===== src/rtl/alu_rs_age_if.sv =====
`default_nettype none
//==============================================================================
// Module   : alu_rs_age_if
// Brief    : Dispatcher / writeback / branch / issue bundle for the ALU RS.
// Revision : 1.0
//==============================================================================
interface alu_rs_age_if #(
    parameter int DEPTH  = 8,
    parameter int NUM_WB = 2,
    parameter int DATA_W = 32,
    parameter int TAG_W  = 4,
    parameter int OP_W   = 6,
    parameter int BTAG_W = 4
);
    localparam int c_CNT_W = $clog2(DEPTH) + 1;
    localparam int c_BN_W  = $clog2(BTAG_W);

    logic                     rdy;
    logic [NUM_WB-1:0]        wb_en;
    logic [NUM_WB*TAG_W-1:0]  wb_tag;
    logic [NUM_WB*DATA_W-1:0] wb_data;
    logic                     alloc_en;
    logic [OP_W-1:0]          alloc_op;
    logic [DATA_W-1:0]        alloc_pc;
    logic [TAG_W-1:0]         alloc_tag_w;
    logic [TAG_W-1:0]         alloc_tag_o;
    logic [TAG_W-1:0]         alloc_tag_t;
    logic [DATA_W-1:0]        alloc_data_o;
    logic [DATA_W-1:0]        alloc_data_t;
    logic [BTAG_W-1:0]        alloc_btag;
    logic                     alloc_ready;
    logic [c_CNT_W-1:0]       free_cnt;
    logic                     issue_valid;
    logic [OP_W-1:0]          issue_op;
    logic [DATA_W-1:0]        issue_a;
    logic [DATA_W-1:0]        issue_b;
    logic [DATA_W-1:0]        issue_pc;
    logic [TAG_W-1:0]         issue_tag_w;
    logic [BTAG_W-1:0]        issue_btag;
    logic                     br_free_en;
    logic [c_BN_W-1:0]        br_free_num;
    logic                     mis_taken;

    modport master (
        output rdy, wb_en, wb_tag, wb_data,
        output alloc_en, alloc_op, alloc_pc, alloc_tag_w, alloc_tag_o, alloc_tag_t,
        output alloc_data_o, alloc_data_t, alloc_btag,
        output br_free_en, br_free_num, mis_taken,
        input  alloc_ready, free_cnt,
        input  issue_valid, issue_op, issue_a, issue_b, issue_pc, issue_tag_w, issue_btag
    );

    modport slave (
        input  rdy, wb_en, wb_tag, wb_data,
        input  alloc_en, alloc_op, alloc_pc, alloc_tag_w, alloc_tag_o, alloc_tag_t,
        input  alloc_data_o, alloc_data_t, alloc_btag,
        input  br_free_en, br_free_num, mis_taken,
        output alloc_ready, free_cnt,
        output issue_valid, issue_op, issue_a, issue_b, issue_pc, issue_tag_w, issue_btag
    );
endinterface
`default_nettype wire


===== src/rtl/alu_rs_age.sv =====
`default_nettype none
//==============================================================================
// Module   : alu_rs_age
// Brief    : ALU reservation station with writeback snooping, oldest-ready
//            issue via an age matrix, and branch-mask kill on mispredict.
// Revision : 1.0
//==============================================================================
module alu_rs_age #(
    parameter int              DEPTH    = 8,
    parameter int              NUM_WB   = 2,
    parameter int              DATA_W   = 32,
    parameter int              TAG_W    = 4,
    parameter logic [TAG_W-1:0] TAG_FREE = '0,
    parameter int              OP_W     = 6,
    parameter int              BTAG_W   = 4
) (
    input logic         clk,
    input logic         rst,
    alu_rs_age_if.slave bus
);
    localparam int c_CNT_W = $clog2(DEPTH) + 1;

    // Entry storage
    logic [DEPTH-1:0]  r_valid;
    logic [OP_W-1:0]   r_op     [DEPTH];
    logic [DATA_W-1:0] r_pc     [DEPTH];
    logic [TAG_W-1:0]  r_tag_w  [DEPTH];
    logic [TAG_W-1:0]  r_tag_o  [DEPTH];
    logic [TAG_W-1:0]  r_tag_t  [DEPTH];
    logic [DATA_W-1:0] r_data_o [DEPTH];
    logic [DATA_W-1:0] r_data_t [DEPTH];
    logic [BTAG_W-1:0] r_btag   [DEPTH];
    // r_age[i][j] = 1 : entry i is younger than entry j
    logic [DEPTH-1:0]  r_age    [DEPTH];

    logic              r_iss_valid;
    logic [OP_W-1:0]   r_iss_op;
    logic [DATA_W-1:0] r_iss_a;
    logic [DATA_W-1:0] r_iss_b;
    logic [DATA_W-1:0] r_iss_pc;
    logic [TAG_W-1:0]  r_iss_tag_w;
    logic [BTAG_W-1:0] r_iss_btag;

    logic [TAG_W-1:0]  w_tag_o_nx  [DEPTH];
    logic [TAG_W-1:0]  w_tag_t_nx  [DEPTH];
    logic [DATA_W-1:0] w_data_o_nx [DEPTH];
    logic [DATA_W-1:0] w_data_t_nx [DEPTH];
    logic [DEPTH-1:0]  w_kill;
    logic [DEPTH-1:0]  w_ready;
    logic [DEPTH-1:0]  w_sel;
    logic [DEPTH-1:0]  w_alloc_oh;
    logic              w_alloc_ready;
    logic              w_alloc_fire;
    logic              w_mis;
    logic [BTAG_W-1:0] w_clr_mask;
    logic [TAG_W-1:0]  w_alloc_tag_o;
    logic [TAG_W-1:0]  w_alloc_tag_t;
    logic [DATA_W-1:0] w_alloc_data_o;
    logic [DATA_W-1:0] w_alloc_data_t;
    logic [c_CNT_W-1:0] w_free_cnt;
    logic [OP_W-1:0]   w_iss_op;
    logic [DATA_W-1:0] w_iss_a;
    logic [DATA_W-1:0] w_iss_b;
    logic [DATA_W-1:0] w_iss_pc;
    logic [TAG_W-1:0]  w_iss_tag_w;
    logic [BTAG_W-1:0] w_iss_btag;

    // Snoop all writeback ports; iterating downwards lets the lowest port win.
    function automatic logic [TAG_W+DATA_W-1:0] f_wake(
        input logic [TAG_W-1:0]         tag,
        input logic [DATA_W-1:0]        data,
        input logic [NUM_WB-1:0]        en,
        input logic [NUM_WB*TAG_W-1:0]  tags,
        input logic [NUM_WB*DATA_W-1:0] datas
    );
        logic [TAG_W+DATA_W-1:0] res;
        res = {tag, data};
        if (tag != TAG_FREE) begin
            for (int k = NUM_WB - 1; k >= 0; k--) begin
                if (en[k] && (tags[k*TAG_W +: TAG_W] == tag)) begin
                    res = {TAG_FREE, datas[k*DATA_W +: DATA_W]};
                end
            end
        end
        return res;
    endfunction

    always_comb begin
        w_mis      = bus.br_free_en & bus.mis_taken;
        w_clr_mask = '1;
        if (bus.br_free_en && !bus.mis_taken) begin
            w_clr_mask[bus.br_free_num] = 1'b0;
        end
    end

    always_comb begin
        w_kill  = '0;
        w_ready = '0;
        for (int i = 0; i < DEPTH; i++) begin
            {w_tag_o_nx[i], w_data_o_nx[i]} = f_wake(r_tag_o[i], r_data_o[i],
                                                     bus.wb_en, bus.wb_tag, bus.wb_data);
            {w_tag_t_nx[i], w_data_t_nx[i]} = f_wake(r_tag_t[i], r_data_t[i],
                                                     bus.wb_en, bus.wb_tag, bus.wb_data);
            w_kill[i]  = r_valid[i] & w_mis & r_btag[i][bus.br_free_num];
            w_ready[i] = r_valid[i] & ~w_kill[i] &
                         (w_tag_o_nx[i] == TAG_FREE) & (w_tag_t_nx[i] == TAG_FREE);
        end
    end

    // Oldest ready: no other ready entry is older than it.
    always_comb begin
        w_sel       = '0;
        w_iss_op    = '0;
        w_iss_a     = '0;
        w_iss_b     = '0;
        w_iss_pc    = '0;
        w_iss_tag_w = TAG_FREE;
        w_iss_btag  = '0;
        for (int i = 0; i < DEPTH; i++) begin
            w_sel[i] = w_ready[i] & ~|(w_ready & r_age[i]);
            if (w_sel[i]) begin
                w_iss_op    = r_op[i];
                w_iss_a     = w_data_o_nx[i];
                w_iss_b     = w_data_t_nx[i];
                w_iss_pc    = r_pc[i];
                w_iss_tag_w = r_tag_w[i];
                w_iss_btag  = r_btag[i] & w_clr_mask;
            end
        end
    end

    // Alloc targets the lowest empty slot of the current state; same-cycle frees
    // are not reused until the next cycle. Alloc while full is silently dropped.
    always_comb begin
        w_alloc_oh    = ~r_valid & (r_valid + DEPTH'(1));
        w_alloc_ready = ~&r_valid;
        w_alloc_fire  = bus.alloc_en & w_alloc_ready &
                        ~(w_mis & bus.alloc_btag[bus.br_free_num]);
        {w_alloc_tag_o, w_alloc_data_o} = f_wake(bus.alloc_tag_o, bus.alloc_data_o,
                                                 bus.wb_en, bus.wb_tag, bus.wb_data);
        {w_alloc_tag_t, w_alloc_data_t} = f_wake(bus.alloc_tag_t, bus.alloc_data_t,
                                                 bus.wb_en, bus.wb_tag, bus.wb_data);
    end

    assign w_free_cnt = c_CNT_W'(DEPTH) - c_CNT_W'($countones(r_valid));

    always_ff @(posedge clk or posedge rst) begin
        if (rst) begin
            r_valid     <= '0;
            r_iss_valid <= 1'b0;
            r_iss_op    <= '0;
            r_iss_a     <= '0;
            r_iss_b     <= '0;
            r_iss_pc    <= '0;
            r_iss_tag_w <= TAG_FREE;
            r_iss_btag  <= '0;
            for (int i = 0; i < DEPTH; i++) begin
                r_op[i]     <= '0;
                r_pc[i]     <= '0;
                r_tag_w[i]  <= TAG_FREE;
                r_tag_o[i]  <= TAG_FREE;
                r_tag_t[i]  <= TAG_FREE;
                r_data_o[i] <= '0;
                r_data_t[i] <= '0;
                r_btag[i]   <= '0;
                r_age[i]    <= '0;
            end
        end else if (bus.rdy) begin
            for (int i = 0; i < DEPTH; i++) begin
                if (w_alloc_fire && w_alloc_oh[i]) begin
                    r_valid[i]  <= 1'b1;
                    r_op[i]     <= bus.alloc_op;
                    r_pc[i]     <= bus.alloc_pc;
                    r_tag_w[i]  <= bus.alloc_tag_w;
                    r_tag_o[i]  <= w_alloc_tag_o;
                    r_tag_t[i]  <= w_alloc_tag_t;
                    r_data_o[i] <= w_alloc_data_o;
                    r_data_t[i] <= w_alloc_data_t;
                    r_btag[i]   <= bus.alloc_btag & w_clr_mask;
                    r_age[i]    <= ~w_alloc_oh;
                end else begin
                    if (w_sel[i] || w_kill[i]) begin
                        r_valid[i] <= 1'b0;
                    end
                    r_tag_o[i]  <= w_tag_o_nx[i];
                    r_tag_t[i]  <= w_tag_t_nx[i];
                    r_data_o[i] <= w_data_o_nx[i];
                    r_data_t[i] <= w_data_t_nx[i];
                    r_btag[i]   <= r_btag[i] & w_clr_mask;
                    if (w_alloc_fire) begin
                        r_age[i] <= r_age[i] & ~w_alloc_oh;
                    end
                end
            end
            r_iss_valid <= |w_sel;
            r_iss_op    <= w_iss_op;
            r_iss_a     <= w_iss_a;
            r_iss_b     <= w_iss_b;
            r_iss_pc    <= w_iss_pc;
            r_iss_tag_w <= w_iss_tag_w;
            r_iss_btag  <= w_iss_btag;
        end
    end

    assign bus.alloc_ready = w_alloc_ready;
    assign bus.free_cnt    = w_free_cnt;
    assign bus.issue_valid = r_iss_valid;
    assign bus.issue_op    = r_iss_op;
    assign bus.issue_a     = r_iss_a;
    assign bus.issue_b     = r_iss_b;
    assign bus.issue_pc    = r_iss_pc;
    assign bus.issue_tag_w = r_iss_tag_w;
    assign bus.issue_btag  = r_iss_btag;

endmodule
`default_nettype wire

===== src/flat_wrapper.sv =====
// flat-port wrapper written by rule: the top's interface ports become plain ports
module alu_rs_age_flat 
#(
    parameter int              DEPTH    = 8,
    parameter int              NUM_WB   = 2,
    parameter int              DATA_W   = 32,
    parameter int              TAG_W    = 4,
    parameter logic [TAG_W-1:0] TAG_FREE = '0,
    parameter int              OP_W     = 6,
    parameter int              BTAG_W   = 4
)
  (clk, rst, bus_rdy, bus_wb_en, bus_wb_tag, bus_wb_data, bus_alloc_en, bus_alloc_op, bus_alloc_pc, bus_alloc_tag_w, bus_alloc_tag_o, bus_alloc_tag_t, bus_alloc_data_o, bus_alloc_data_t, bus_alloc_btag, bus_br_free_en, bus_br_free_num, bus_mis_taken, bus_alloc_ready, bus_free_cnt, bus_issue_valid, bus_issue_op, bus_issue_a, bus_issue_b, bus_issue_pc, bus_issue_tag_w, bus_issue_btag);
  alu_rs_age_if #(.DEPTH(DEPTH), .NUM_WB(NUM_WB), .DATA_W(DATA_W), .TAG_W(TAG_W), .OP_W(OP_W), .BTAG_W(BTAG_W)) bus_i ();
  input logic clk;
  input logic rst;
  input wire logic [$bits(bus_i.rdy)-1:0] bus_rdy;
  input wire logic [$bits(bus_i.wb_en)-1:0] bus_wb_en;
  input wire logic [$bits(bus_i.wb_tag)-1:0] bus_wb_tag;
  input wire logic [$bits(bus_i.wb_data)-1:0] bus_wb_data;
  input wire logic [$bits(bus_i.alloc_en)-1:0] bus_alloc_en;
  input wire logic [$bits(bus_i.alloc_op)-1:0] bus_alloc_op;
  input wire logic [$bits(bus_i.alloc_pc)-1:0] bus_alloc_pc;
  input wire logic [$bits(bus_i.alloc_tag_w)-1:0] bus_alloc_tag_w;
  input wire logic [$bits(bus_i.alloc_tag_o)-1:0] bus_alloc_tag_o;
  input wire logic [$bits(bus_i.alloc_tag_t)-1:0] bus_alloc_tag_t;
  input wire logic [$bits(bus_i.alloc_data_o)-1:0] bus_alloc_data_o;
  input wire logic [$bits(bus_i.alloc_data_t)-1:0] bus_alloc_data_t;
  input wire logic [$bits(bus_i.alloc_btag)-1:0] bus_alloc_btag;
  input wire logic [$bits(bus_i.br_free_en)-1:0] bus_br_free_en;
  input wire logic [$bits(bus_i.br_free_num)-1:0] bus_br_free_num;
  input wire logic [$bits(bus_i.mis_taken)-1:0] bus_mis_taken;
  output wire logic [$bits(bus_i.alloc_ready)-1:0] bus_alloc_ready;
  output wire logic [$bits(bus_i.free_cnt)-1:0] bus_free_cnt;
  output wire logic [$bits(bus_i.issue_valid)-1:0] bus_issue_valid;
  output wire logic [$bits(bus_i.issue_op)-1:0] bus_issue_op;
  output wire logic [$bits(bus_i.issue_a)-1:0] bus_issue_a;
  output wire logic [$bits(bus_i.issue_b)-1:0] bus_issue_b;
  output wire logic [$bits(bus_i.issue_pc)-1:0] bus_issue_pc;
  output wire logic [$bits(bus_i.issue_tag_w)-1:0] bus_issue_tag_w;
  output wire logic [$bits(bus_i.issue_btag)-1:0] bus_issue_btag;
  assign bus_i.rdy = bus_rdy;
  assign bus_i.wb_en = bus_wb_en;
  assign bus_i.wb_tag = bus_wb_tag;
  assign bus_i.wb_data = bus_wb_data;
  assign bus_i.alloc_en = bus_alloc_en;
  assign bus_i.alloc_op = bus_alloc_op;
  assign bus_i.alloc_pc = bus_alloc_pc;
  assign bus_i.alloc_tag_w = bus_alloc_tag_w;
  assign bus_i.alloc_tag_o = bus_alloc_tag_o;
  assign bus_i.alloc_tag_t = bus_alloc_tag_t;
  assign bus_i.alloc_data_o = bus_alloc_data_o;
  assign bus_i.alloc_data_t = bus_alloc_data_t;
  assign bus_i.alloc_btag = bus_alloc_btag;
  assign bus_i.br_free_en = bus_br_free_en;
  assign bus_i.br_free_num = bus_br_free_num;
  assign bus_i.mis_taken = bus_mis_taken;
  assign bus_alloc_ready = bus_i.alloc_ready;
  assign bus_free_cnt = bus_i.free_cnt;
  assign bus_issue_valid = bus_i.issue_valid;
  assign bus_issue_op = bus_i.issue_op;
  assign bus_issue_a = bus_i.issue_a;
  assign bus_issue_b = bus_i.issue_b;
  assign bus_issue_pc = bus_i.issue_pc;
  assign bus_issue_tag_w = bus_i.issue_tag_w;
  assign bus_issue_btag = bus_i.issue_btag;
  alu_rs_age #(.DEPTH(DEPTH), .NUM_WB(NUM_WB), .DATA_W(DATA_W), .TAG_W(TAG_W), .TAG_FREE(TAG_FREE), .OP_W(OP_W), .BTAG_W(BTAG_W)) u_core (.clk(clk), .rst(rst), .bus(bus_i));
endmodule

===== config.mk =====
export PLATFORM = sky130hd
export DESIGN_NAME = alu_rs_age_flat
export DESIGN_NICKNAME = d
export VERILOG_FILES = /design/src/rtl/alu_rs_age_if.sv /design/src/rtl/alu_rs_age.sv /design/src/flat_wrapper.sv
export SDC_FILE = /design/constraint.sdc
export NUM_CORES = 2
export LEC_CHECK = 0
export CAP_MARGIN = 10
export CORE_ASPECT_RATIO = 0.9
export CORE_UTILIZATION = 51
export DETAILED_ROUTE_END_ITERATION = 16
export GPL_TIMING_DRIVEN = 1
export PLACE_DENSITY = 0.69
export SYNTH_ARGS = -nofsm -noshare
export SYNTH_HDL_FRONTEND = slang
export SYNTH_SLANG_ARGS = --single-unit

===== constraint.sdc =====
create_clock -name clk -period 61.4 [get_ports clk]
set_input_delay 6.14 -clock clk [delete_from_list [all_inputs] [get_ports clk]]
set_output_delay 6.14 -clock clk [all_outputs]
set_load 0.02 [all_outputs]

==> impl_metrics.json <==
{
  "status": "complete, no violations",
  "fin_util_pct": 57.4,
  "ant_nets": 0,
  "initial_utilization_pct": 51.4,
  "syn_inst": 8898,
  "detail_route.vias_per_cell": 7.06,
  "cts_tree": "built",
  "num_rows": 126,
  "yosysTopAreaCell": "dfrtp_1",
  "hold_viol_final": 0,
  "fin_crit_sh_pct": 18.5,
  "clockBufferDepth": 3,
  "htreeDepth": 3,
  "area_growth_pct": 11.7,
  "worst_pin_slew_ns": 1.34,
  "ys_top_cells_by_count": "nand2_1 (1662), nor2_1 (1202), dfrtp_1 (1127)",
  "numCtsBuffers": 121,
  "grt_start_max_net_pins": 248,
  "async_reset_ff_share_pct": 100,
  "routed-via-count": 73800,
  "critical_path_class": "in -> reg",
  "cap_violations": 0,
  "peakVddDrop_mv": 0.0451,
  "cts_root_buf": "clkbuf_16",
  "clk_pin_slew_ns": 0.07,
  "setup_viol": 0,
  "synth_area_leaders": "dfrtp_1 (42%), nand2_1 (9.3%), a21oi_1 (8.2%), nor2_1 (6.7%), o21ai_0 (5.1%)",
  "worstSetupEndpointType": "flip-flop",
  "ys.flop_type": "dfrtp_1",
  "numPortBuffers": 315,
  "ys_types": 85,
  "io-pin-count": 316,
  "gp_congestion": 0.970,
  "hold_buffers": 0,
  "core_area_um2": 131000,
  "crit_fanout": 52,
  "drive_above_1_share_pct": 7.15,
  "p_leak_nw": 30.9,
  "synth_area_um2": 67400,
  "wire_per_inst_um": 30.2,
  "grt_pass1_vias": 69300,
  "slew_headroom_pct": 10.5,
  "hp-class": "reg -> reg",
  "arrival_ns": 12.01,
  "synth.yosys.warnings": 0,
  "cts_num_sinks": 1127,
  "synth-seq-area-share_pct": 41.8,
  "fill_cells": 11900,
  "synthesis.nets": 9110,
  "dpl_worst_slack_ns": 49.56,
  "post_cts_buffers": 0,
  "dp_hpwl_um": 175000,
  "die_area_um2": 134000,
  "grt_overflow": 0,
  "synth_enable_flop_cells": 0,
  "drtIter0Drc": 13800,
  "synth_top_area_share_pct": 41.8,
  "powerDensity_nw_per_um2": 48.4,
  "cts.repair.resized": 0,
  "die_w_um": 385,
  "max_freq_mhz": 87.9,
  "layout.nets": 8808,
  "grt_usage_pct": 45.7,
  "dr.pass1.iters": 8,
  "die_y_um": 347,
  "skew_ns": 0.0804,
  "rsz0062_at_grt": "no",
  "yosysMostFrequentCell": "nand2_1",
  "power.total_w": 0.00364,
  "postRouteWirelength_um": 315000,
  "drv_slew": 0,
  "grt_pass1_wl_um": 457000,
  "fin_crit_ns": 11.38,
  "synth-seq-cells": 1127,
  "setup_ws_ns": 50.02,
  "finalSetupTns_ns": 0,
  "grt_antenna_before_repair": 20,
  "post-route-drc-count": 0,
  "syn_area_per_cell_um2": 7.58,
  "cp.required_ns": 62.03,
  "clk_latency_ns": 0.81,
  "critPathLaunchType": "primary input"
}
## cell families after synthesis
| family | count (synthesis) | share of synthesized area [%] |
|---|---|---|
| adder cells (fa/ha/maj) | 12 | 0.256 |
| flip-flops | 1127 | 41.8 |
| multiplexers | 93 | 1.70 |
| AO/OA/AOI/OAI | 3089 | 27.6 |
| buffers and inverters | 1031 | 6.26 |
| XOR/XNOR | 100 | 1.30 |
| AND/OR/NAND/NOR | 3446 | 21.1 |
## stage by stage
step                      hold WS [ns]  cell area [um2]  instances
after floorplan                  0.438            67400       8898
after global placement           0.449            70900      10200
after detailed placement         0.454            70900      10200
after CTS                        0.469            75200      10400
after global routing             0.483            75300      10400
final                            0.466            75300      10400
## power breakdown
group | switching (W) | total, W | internal (W) | leakage (nW)
Clock | 0.000341 | 0.000800 | 0.000459 | 2.11
Combinational | 0.00109 | 0.00163 | 0.000537 | 15.6
Sequential | 0.000202 | 0.00122 | 0.00101 | 13.2
## placed cells by master, fill, tap and decap left out, types with 21 or more instances in the layout
cell type and instances:
a211oi_1 81, a21o_1 56, a21oi_1 1101, a221o_1 36, a221oi_1 73, a22o_1 34
a22oi_1 71, a31oi_1 55, and2_1 21, and3_1 59, buf_4 218, clkbuf_1 24
clkbuf_16 122, clkbuf_8 35, clkdlybuf4s50_1 314, dfrtp_1 1127, inv_1 63, mux2_2 84
nand2_1 1653, nand2b_1 40, nand3_1 104, nor2_1 1187, nor2b_1 34, nor3_1 158
nor4_1 21, o211ai_1 56, o21a_1 23, o21ai_0 693, o221ai_1 30, o22a_1 138
o22ai_1 518, or4_1 59, xnor2_1 21, xor2_1 79
## layout make-up
class                           count  area (um2)  share of cell area, %
Tap cell                         1728        2160                   2.87
Multi-Input combinational cell   6740       35400                   47.0
Sequential cell                  1127       28200                   37.5
Clock inverter                     43         684                  0.909
Antenna cell                       17        42.5                 0.0565
Timing Repair Buffer              539        4910                   6.53
Clock buffer                      181        3620                   4.81
Inverter                           67         267                  0.354
## critical path: stages
cell and delay [ns]:
clkdlybuf4s50_1 1.03, mux4_2 0.62, nand2_1 0.16, o311ai_0 0.23
nor3_1 0.52, nand4_1 0.32, a2111oi_4 0.38, buf_4 0.76
buf_4 0.82, nand2_1 0.28, o221ai_1 0.23, o21ai_0 0.11
a221o_1 0.34
## metal layers
metal,track usage (%),wire length (um),up-vias
met3,20.4,54500,1582
met2,62.4,126000,6616
met5,0.182,310,-
met1,59.2,113000,34900
li1,-,-,30600
met4,26.8,21700,20
## state kept, by name (all words and copies together), names as in the netlist, 48 cells and up
| register | cells |
|---|---|
| u_core.r_age | 64 |
| u_core.r_data_o | 256 |
| u_core.r_data_t | 256 |
| u_core.r_op | 48 |
| u_core.r_pc | 256 |
## worst paths after layout
kind	from	to	slack, ns	cells after the start
max in group asynchronous	rst	u_core.r_data_t[113]	51.66	6
min	u_core.r_pc[101]	u_core.r_pc[101]	0.47	2
min reg2reg	u_core.r_pc[101]	u_core.r_pc[101]	0.47	2
max	bus_br_free_num[0]	u_core.bus.issue_btag[1]	50.02	13
min in group asynchronous	rst	u_core.r_pc[44]	5.93	2
max reg2reg	u_core.r_tag_t[22]	u_core.bus.issue_btag[1]	55.89	12
(Power assumes the default switching activity.)
